==> config.mk <==
export PLATFORM = sky130hd
export DESIGN_NAME = mult_issue
export DESIGN_NICKNAME = d
export VERILOG_FILES = /design/src/rtl/mult_issue.sv
export SDC_FILE = /design/constraint.sdc
export NUM_CORES = 1
export LEC_CHECK = 0
export CORE_ASPECT_RATIO = 0.7
export CORE_MARGIN = 2
export CORE_UTILIZATION = 38
export DETAILED_ROUTE_END_ITERATION = 7
export HOLD_SLACK_MARGIN = 0.1
export PLACE_DENSITY = 0.76
export SLEW_MARGIN = 20
export SYNTH_ARGS = -nofsm -noshare
export SYNTH_HDL_FRONTEND = slang
export SYNTH_SLANG_ARGS = --single-unit
export TNS_END_PERCENT = 50
==> constraint.sdc <==
create_clock -name clk -period 3.87 [get_ports clk]
set_input_delay 1.161 -clock clk [delete_from_list [all_inputs] [get_ports clk]]
set_output_delay 1.161 -clock clk [all_outputs]
set_load 0.05 [all_outputs]
==> src/rtl/mult_issue.sv <==
// mult_issue: issues one RISC-V M-extension op to a multi-cycle multiplier and returns its result
// Optional feature: define MULT_ISSUE_ZERO_BYPASS_EN to answer zero-operand legal ops without the multiplier
module mult_issue #(
    parameter int TIMEOUT  = 63,
    parameter int ARM_WAIT = 3
) (
    input  logic        clk,
    input  logic        reset,
    input  logic        in_valid,
    output logic        in_ready,
    input  logic [11:0] in_funct3,
    input  logic [31:0] in_rs1,
    input  logic [31:0] in_rs2,
    input  logic [4:0]  in_rd_idx,
    output logic        mul_enable,
    output logic [31:0] mul_rs1,
    output logic [31:0] mul_rs2,
    output logic [11:0] mul_funct3,
    input  logic [31:0] mul_rd,
    input  logic        mul_done,
    output logic        wb_valid,
    input  logic        wb_ready,
    output logic [31:0] wb_data,
    output logic [4:0]  wb_idx,
    output logic        wb_err
);
    localparam int CMAX = (TIMEOUT > ARM_WAIT) ? TIMEOUT : ARM_WAIT;
    localparam int CW = $clog2(CMAX + 1);

    typedef enum logic [1:0] {IDLE, ARM, RUN, RESP} state_t;

    state_t        state_q, state_d;
    logic [CW-1:0] cnt_q, cnt_d;
    logic [31:0]   rs1_q, rs1_d, rs2_q, rs2_d, data_q, data_d;
    logic [11:0]   f3_q, f3_d;
    logic [4:0]    idx_q, idx_d;
    logic          err_q, err_d, rdy_q, en_q, vld_q;
    logic          legal, skip;

    assign legal = in_funct3 inside {12'h433, 12'h4B3, 12'h533, 12'h5B3};
`ifdef MULT_ISSUE_ZERO_BYPASS_EN
    assign skip = !legal || in_rs1 == '0 || in_rs2 == '0;
`else
    assign skip = !legal;
`endif

    assign in_ready   = rdy_q;
    assign mul_enable = en_q;
    assign wb_valid   = vld_q;
    assign mul_rs1    = rs1_q;
    assign mul_rs2    = rs2_q;
    assign mul_funct3 = f3_q;
    assign wb_data    = data_q;
    assign wb_idx     = idx_q;
    assign wb_err     = err_q;

    // Next-state logic; the shared counter saturates and is cleared on every ARM/RUN entry
    always_comb begin
        state_d = state_q;
        cnt_d   = (cnt_q == CW'(CMAX)) ? cnt_q : cnt_q + 1'b1;
        rs1_d   = rs1_q;
        rs2_d   = rs2_q;
        f3_d    = f3_q;
        idx_d   = idx_q;
        data_d  = data_q;
        err_d   = err_q;
        case (state_q)
            IDLE: if (in_valid) begin
                rs1_d   = in_rs1;
                rs2_d   = in_rs2;
                f3_d    = in_funct3;
                idx_d   = in_rd_idx;
                data_d  = '0;
                err_d   = !legal;
                cnt_d   = '0;
                state_d = skip ? RESP : ARM;
            end
            ARM: if (!mul_done) begin
                state_d = RUN;
                cnt_d   = '0;
            end else if (cnt_q >= CW'(ARM_WAIT - 1)) begin
                state_d = RESP;
                data_d  = mul_rd;
                err_d   = 1'b0;
            end
            RUN: if (mul_done) begin
                state_d = RESP;
                data_d  = mul_rd;
                err_d   = 1'b0;
            end else if (cnt_q >= CW'(TIMEOUT - 1)) begin
                state_d = RESP;
                data_d  = '0;
                err_d   = 1'b1;
            end
            RESP: state_d = wb_ready ? IDLE : RESP;
            default: state_d = IDLE;
        endcase
    end

    // State, latched operands/result and handshake outputs, all registered from next state
    always_ff @(posedge clk) begin
        if (reset) begin
            state_q <= IDLE;
            cnt_q   <= '0;
            rs1_q   <= '0;
            rs2_q   <= '0;
            f3_q    <= '0;
            idx_q   <= '0;
            data_q  <= '0;
            err_q   <= 1'b0;
            rdy_q   <= 1'b1;
            en_q    <= 1'b0;
            vld_q   <= 1'b0;
        end else begin
            state_q <= state_d;
            cnt_q   <= cnt_d;
            rs1_q   <= rs1_d;
            rs2_q   <= rs2_d;
            f3_q    <= f3_d;
            idx_q   <= idx_d;
            data_q  <= data_d;
            err_q   <= err_d;
            rdy_q   <= state_d == IDLE;
            en_q    <= state_d == ARM || state_d == RUN;
            vld_q   <= state_d == RESP;
        end
    end
endmodule

# Word level (Yosys, flattened, before mapping)
# Index checks and enable logic that the tools add are counted.
dict set report classes {
  addsub 1
  magnitude_cmp 2
  eq_ne 15
  mux 24
  reduce_logical 8
}
# operator count
set ops {}
lappend ops {{$mux 32} 5}
lappend ops {{$pmux 32 s3} 1}
lappend ops {{$eq 12x11->1 const B} 4}
lappend ops {{$mux 6} 3}
lappend ops {{$mux 2} 7}
lappend ops {{$pmux 6 s2} 1}
lappend ops {{$eq 2x2->1 const B} 4}
lappend ops {{$pmux 2 s4} 1}
lappend ops {{$add 6x1->6 const B} 1}
lappend ops {{$eq 6x6->1 const B} 1}
lappend ops {{$ge 6x2->1 const B} 1}
lappend ops {{$ge 6x6->1 const B} 1}
lappend ops {{$ne 2x2->1 const B} 3}
lappend ops {{$mux 1} 5}
lappend ops {{$reduce_and 5->1} 1}
lappend ops {{$eq 2x1->1 const B} 2}
lappend ops {{$logic_not 2->1} 2}
lappend ops {{$reduce_bool 4->1} 1}
lappend ops {{$ne 3x3->1 const B} 1}
lappend ops {{$pmux 1 s3} 1}
lappend ops {{$reduce_bool 3->1} 1}
lappend ops {{$reduce_and 2->1} 1}
lappend ops {{$logic_not 1->1} 1}
lappend ops {{$logic_or 1x1->1} 1}
dict set report totals {
  regBits 125
  in_bits 118
  output_inout_bits 117
  wordCells 61
}

# Longest topological paths before layout
# Gate-level depths: netlist (run 1).
dict set report depth {
  word_depth 7
  mapped_depth 8
  ltp_nobuf 7
}

# Least setup slack after synthesis (run 1)
# OpenSTA, ideal clock, no wires.
dict set report synth_timing {
  kind {input to register}
  from {input in_valid}
  to {register rdy_q, in the netlist in_ready}
  setup_time_ps 120
  t_arrival_ps 2042
  required_time_ps 3750
  slack_ps 1708
  stages 6
  path_buffers 1
  path_cell_list {and2_1 > clkbuf_1 > nand4_1 > o311ai_2 > nor3b_2 > or2_1}
}
dict set report synth_between {
  elab_chain_len 3
}
# item line_no
set synth_rtl {}
lappend synth_rtl {{from (decl)} 9} ;# input logic in_valid,
lappend synth_rtl {{$mux 2} 68} ;# IDLE: if (in_valid) begin
lappend synth_rtl {{$pmux 2 s4} 67} ;# case (state_q)
lappend synth_rtl {{$logic_not 2->1} 123} ;# rdy_q <= state_d == IDLE;
lappend synth_rtl {{to (signal assigned)} 111} ;# rdy_q <= 1'b1;
lappend synth_rtl {{to (signal assigned)} 123}
lappend synth_rtl {{to (decl)} 37} ;# logic err_q, err_d, rdy_q, en_q, vld_q;
# Every way passes these cells.
# A chain may end at the register's enable or synchronous reset.

# Final worst setup path (run 1)
dict set report layout_timing {
  from {input mul_done}
  to {register data_q[20], in the netlist wb_data[20]}
}
dict set report layout_between {
  elab_chain_len 2
  word_cells_on_any_way 5
  cone_classes {eq/ne: 2; mux: 2; reduce/logical: 1}
}
# item line_no
set layout_rtl {}
lappend layout_rtl {{from (decl)} 20} ;# input logic mul_done,
lappend layout_rtl {{$ne 3x3->1 (no line) (tied with other cells)} -}
lappend layout_rtl {{$reduce_and 5->1 (no line) or $pmux 32 s3 (tied branches)} -}
lappend layout_rtl {{to (signal assigned)} 121} ;# data_q <= data_d;
lappend layout_rtl {{to (decl)} 34} ;# logic [31:0] rs1_q, rs1_d, rs2_q, rs2_d, data_q, data_d;
# Parallel ways exist; a longest one is shown, timed or not.

==> results of run 1 <==
## path summary, 6_finish.rpt
check             cells after the start        endpoint            from
setup / recovery                      6     wb_data[20]        mul_done
setup reg to reg                      7     wb_data[20]        cnt_q[0]
hold reg to reg                       2  mul_funct3[11]  mul_funct3[11]
hold / removal                        2  mul_funct3[11]  mul_funct3[11]
## critical path, cell delays in order
cell and delay [ns]:
clkdlybuf4s50_1 0.48, inv_1 0.11, a31oi_1 0.07, o21ai_4 0.74
buf_4 0.37, mux2i_1 0.22
## registers in the layout, summed over array words and instances, names as in the netlist
signal and count:
wb_data 32, cnt_q 6, state_q 2, in_ready 1
wb_idx 5, wb_valid 1, mul_funct3 12, mul_enable 1
mul_rs2 32, mul_rs1 32, wb_err 1
## synth_stat cells, drive strengths merged
cell       n
a211oi     2
a21boi     2
a21o       1
a21oi     85
a2bb2oi    1
a311oi     1
a31oi      3
a41oi      1
and2       1
and4       1
buf        7
clkbuf    30
dfxtp    125
ha         6
inv        6
mux2       1
mux2i     32
nand2    201
nand2b    33
nand3      4
nand3b     1
nand4      1
nor2      13
nor2b      4
nor3       3
nor3b      2
nor4       1
nor4bb     2
o21ai      3
o21ba      1
o21bai     1
o311ai     1
or2        1
xnor2      1
xor2       1
## final cells by class
class | instances | area (um2) | area share [%]
clock buffers | 21 | 460.4 | 5.798
clock inverters | 11 | 188.9 | 2.379
inverters | 6 | 22.52 | 0.2836
multi-input cells | 411 | 2162 | 27.23
flip-flops and latches | 125 | 2502 | 31.51
well taps | 162 | 202.7 | 2.552
repair buffers | 239 | 2402 | 30.25
## report_power, final
part           switching (uW)  internal (uW)
sequential                130           1510
clock                     565           1170
combinational            1490            841
total                    2190           3530
## per-layer routing
layer  up-vias  wire, um  global-route usage (%)
li1       2333         -                       -
met1      2187      6135                   25.43
met2       179      6890                   36.04
met3        27      1235                   8.163
met4         0       268                   7.925
met5         -         0                       0
## through the flow
step                      setup slack (ns)  utilization (%)  std cells
after floorplan                      1.708                -        579
after global placement              0.7041            58.70        943
after detailed placement            0.6034            58.70        943
after CTS                            1.012            63.93        975
after global routing                0.8603            63.93        975
final                                1.030            63.93        975
## kinds of logic after synthesis
| group | count (synthesis) | share of synthesized area, % |
|---|---|---|
| AOI/OAI and AO/OA | 102 | 11.81 |
| xor gates and xnor gates | 2 | 0.3619 |
| adders and majority gates | 6 | 1.551 |
| buffers and inverters | 43 | 3.825 |
| DFF | 125 | 51.69 |
| muxes | 33 | 6.849 |
| and+or+nand+nor | 268 | 23.91 |
==> results_dict.tcl, run 1 <==
set metrics [dict create \
    antenna_found_initial 0 \
    cts_buffer_depth 2 \
    finalSetupViolations 0 \
    cp-end-kind "register" \
    post-dp-hpwl_um 10310 \
    synth_seq_cells 125 \
    synth_top_area_share_pct 51.69 \
    drc 0 \
    layout_common_cells "clkdlybuf4s50_1, nand2_1, dfxtp_1, a21oi_1, nand2b_1" \
    p_leak_uw 0.002943 \
    finalHoldWorstSlack_ns 0.4523 \
    grt_use_total_pct 21.52 \
    outcome "finished, final reports clean" \
    nets 924 \
    worstPathMaxFanout 22 \
    netlist_area_um2 4841 \
    slew-limit-headroom_pct 38.49 \
    initial_core_util_pct 38.97 \
    yosys_warnings 0 \
    final_antenna_net_count 0 \
    synth.net_count 703 \
    die_w_um 138.9 \
    diodes 0 \
    post_drt_wl_per_cell_um 14.90 \
    ys_types 40 \
    period_needed_ns 2.840 \
    ioPinCount 235 \
    drive_gt1_share_pct 5.535 \
    tritoncts "done" \
    cap_violations 0 \
    rrSetupSlack_ns 1.17 \
    synthCells 579 \
    hold_buffers 0 \
    grt_overflow 0 \
    tightestPinTransition_ns 0.9192 \
    num_rows 34 \
    clock_latency_ns 0.41 \
    synth_seq_area_share_pct 51.69 \
    netlist_top_cells_area "dfxtp_1, nand2_1, a21oi_1" \
    timing.final.crit_share_pct 73.40 \
    avgSynthCellArea_um2 8.361 \
    coreArea_um2 12420 \
    grt_pass1_wl_um 23870 \
    nFillCells 1018 \
    hold_viol_final 0 \
    layout_commonest_cell "clkdlybuf4s50_1" \
    port_buffers 234 \
    ctsResizeCount 0 \
    place_congestion 0.8919 \
    cts_buffers 17 \
    peakVddDrop_mv 0.4232 \
    setup_tns_ns 0 \
    clock_skew_ns 0.007699 \
    timing.fmax_mhz 352.1 \
    first_pass_iters 4 \
    final-max-slew-violation-count 0 \
    timing_worst_setup_path_type "input port to register" \
    crit_required_ns 4.20 \
    dieArea_um2 13670 \
    start_kind "input port" \
    vias 4726 \
    yosys.area.top_type "dfxtp_1" \
    power_uw 5718 \
    rsz0062_at_grt "false" \
    grt_pass1_vias 4757 \
    routed_via_density 4.847 \
    h-tree-depth 4 \
    power.density_nw_per_um2 720.1 \
    wirelength_um 14530 \
    postLayoutCellArea_um2 7941 \
    post_cts_buffers 0 \
    die_y_um 98.43 \
    grt_max_degree 91 \
    crit_arrival_ns 3.17 \
    placed_area_um2 7292 \
    path_clk_slew_ns 0.05 \
    area_delta_synth_final_pct 64.05 \
    drt_iter0_drc 194 \
    hp-class "register to register" \
    cts_root_buf "clkbuf_16" \
    clkSinkCount 125 \
]
Note: power is estimated with default switching activity, not from simulation.
==> inputs of run 2 (changes only) <==
--- a/config.mk
+++ b/config.mk
@@ -7,10 +7,10 @@
 export LEC_CHECK = 0
 export CORE_ASPECT_RATIO = 0.7
 export CORE_MARGIN = 2
-export CORE_UTILIZATION = 38
+export CORE_UTILIZATION = 37
 export DETAILED_ROUTE_END_ITERATION = 7
 export HOLD_SLACK_MARGIN = 0.1
-export PLACE_DENSITY = 0.76
+export PLACE_DENSITY = 0.77
 export SLEW_MARGIN = 20
 export SYNTH_ARGS = -nofsm -noshare
 export SYNTH_HDL_FRONTEND = slang
==> constraint.sdc (replaced) <==
create_clock -name clk -period 2.4 [get_ports clk]
set_input_delay 0.72 -clock clk [delete_from_list [all_inputs] [get_ports clk]]
set_output_delay 0.72 -clock clk [all_outputs]
set_load 0.05 [all_outputs]
==> run 2 against run 1 <==
- setup slack lost 0.93 ns
- sequential share of layout area shrank 0.24 points
- utilization shrank 0.38 points
- final area grew 0.77%
- non-clock buffer count grew 9
- hold slack lost 0.00092 ns
- first-iteration DRC count grew 24%
- register-to-register slack lost 0.99 ns
- largest cell class unchanged
==> results_dict.tcl, run 2 (same netlist as run 1, synthesis figures left out) <==
set metrics [dict create \
    drt_iter0_drc 240 \
    max_stage_delay_ns 0.84 \
    crit_path_start "mul_rs1[1]" \
    slew-limit-headroom_pct 62.45 \
    timing.rr.end "wb_data[4]" \
    worstSetupEndpoint "mul_rs1[1]" \
    period_needed_ns 2.305 \
    place_congestion 0.8327 \
    drt-met1-wl_um 6002 \
    wl_met3_um 1377 \
    die_w_um 140.7 \
    timing.fmax_mhz 433.8 \
    worstHoldStart "mul_funct3[10]" \
    routed_via_density 4.818 \
    cp-end-kind "output pin" \
    grt_overflow 0 \
    timing_worst_setup_path_type "register to output pin" \
    rr_worst_depth 7 \
    num_rows 34 \
    holdPathStages 2 \
    vias 4741 \
    place_inst 952 \
    area_delta_synth_final_pct 65.31 \
    tightestPinTransition_ns 0.5614 \
    rrSetupSlack_ns 0.18 \
    diodes 0 \
    rsz0062_at_grt "false" \
    tritoncts "done" \
    outcome "finished, final reports clean" \
    cts_root_buf "clkbuf_16" \
    finalNonFillerCells 984 \
    cts_buffers 17 \
    clock_skew_ns 0.005809 \
    reg2reg_from "cnt_q[0]" \
    wirelength_um 14490 \
    crit_arrival_ns 1.58 \
    coreArea_um2 12590 \
    die_y_um 99.70 \
    p_leak_uw 0.002973 \
    finalHoldWorstSlack_ns 0.4514 \
    timing.final.crit_share_pct 96.04 \
    drive_gt1_share_pct 6.813 \
    cpLargestDelayFamily "buffers and inverters" \
    dieArea_um2 14030 \
    drc 0 \
    clkSinkCount 125 \
    clock_latency_ns 0.41 \
    path_clk_slew_ns 0.06 \
    worstPathMaxFanout 2 \
    slowest_stage "clkdlybuf4s50_1" \
    initial_core_util_pct 38.44 \
    first_pass_iters 5 \
    grt_pass1_vias 4662 \
    wl_met2_um 6857 \
    critical_path_depth 1 \
    grt_use_total_pct 20.47 \
    antenna_found_initial 0 \
    cts_buffer_depth 2 \
    hold_viol_final 0 \
    nets 933 \
    power_uw 9168 \
    grt_pass1_wl_um 22850 \
    post-dp-hpwl_um 10290 \
    ioPinCount 235 \
    grt_max_degree 54 \
    h-tree-depth 4 \
    crit_required_ns 1.68 \
    start_kind "register" \
    setup_tns_ns 0 \
    ctsResizeCount 0 \
    hp-class "register to register" \
    hold_buffers 0 \
    highest_layer "met4" \
    port_buffers 234 \
    final-max-slew-violation-count 0 \
    finalSetupViolations 0 \
    layout_common_cells "clkdlybuf4s50_1, nand2_1, dfxtp_1, a21oi_1, nand2b_1" \
    power.density_nw_per_um2 1146 \
    layout_commonest_cell "clkdlybuf4s50_1" \
    post_cts_buffers 0 \
    peakVddDrop_mv 0.5598 \
    final_antenna_net_count 0 \
    crit_path_cell_trace "clkdlybuf4s50_1" \
    cap_violations 0 \
    critPathBufInv 1 \
    post_drt_wl_per_cell_um 14.72 \
]
## run 2: routing by layer
| layer | vias to the layer above | GRT usage, % |
|---|---|---|
| met5 | - | 0 |
| met4 | 0 | 8.692 |
| met3 | 22 | 7.655 |
| met2 | 199 | 34.48 |
| met1 | 2177 | 23.59 |
| li1 | 2343 | - |
## run 2: area by class of cell
| class | count | area [um2] |
|---|---|---|
| Clock buffer | 19 | 452.9 |
| Clock inverter | 13 | 165.2 |
| Fill cell | 1060 | 4589 |
| Inverter | 6 | 22.52 |
| Multi-Input combinational cell | 411 | 2162 |
| Sequential cell | 125 | 2502 |
| Tap cell | 162 | 202.7 |
| Timing Repair Buffer | 248 | 2495 |
## run 2: metrics by stage
step | area, um2 | util, % | setup WS (ns)
after floorplan | 4841 | - | 0.5879
after global placement | 7385 | 58.64 | -0.1237
after detailed placement | 7385 | 58.64 | -0.1200
after CTS | 8003 | 63.55 | 0.07581
after global routing | 8003 | 63.55 | 0.03262
final | 8003 | 63.55 | 0.09502
## run 2: worst min path at each step
stage	endpoint	slack, ns
6_report	mul_funct3[10]	0.45
5_1_grt	mul_rs2[2]	0.46
4_1_cts	mul_funct3[3]	0.45
3_5_place_dp	mul_rs2[2]	0.45
3_3_place_gp	wb_idx[3]	0.44
2_1_floorplan	cnt_q[4]	0.49
## run 2: power by group
| part | switching [uW] | internal, uW |
|---|---|---|
| Combinational | 2430 | 1450 |
| Clock | 944 | 1690 |
| Sequential | 214 | 2440 |
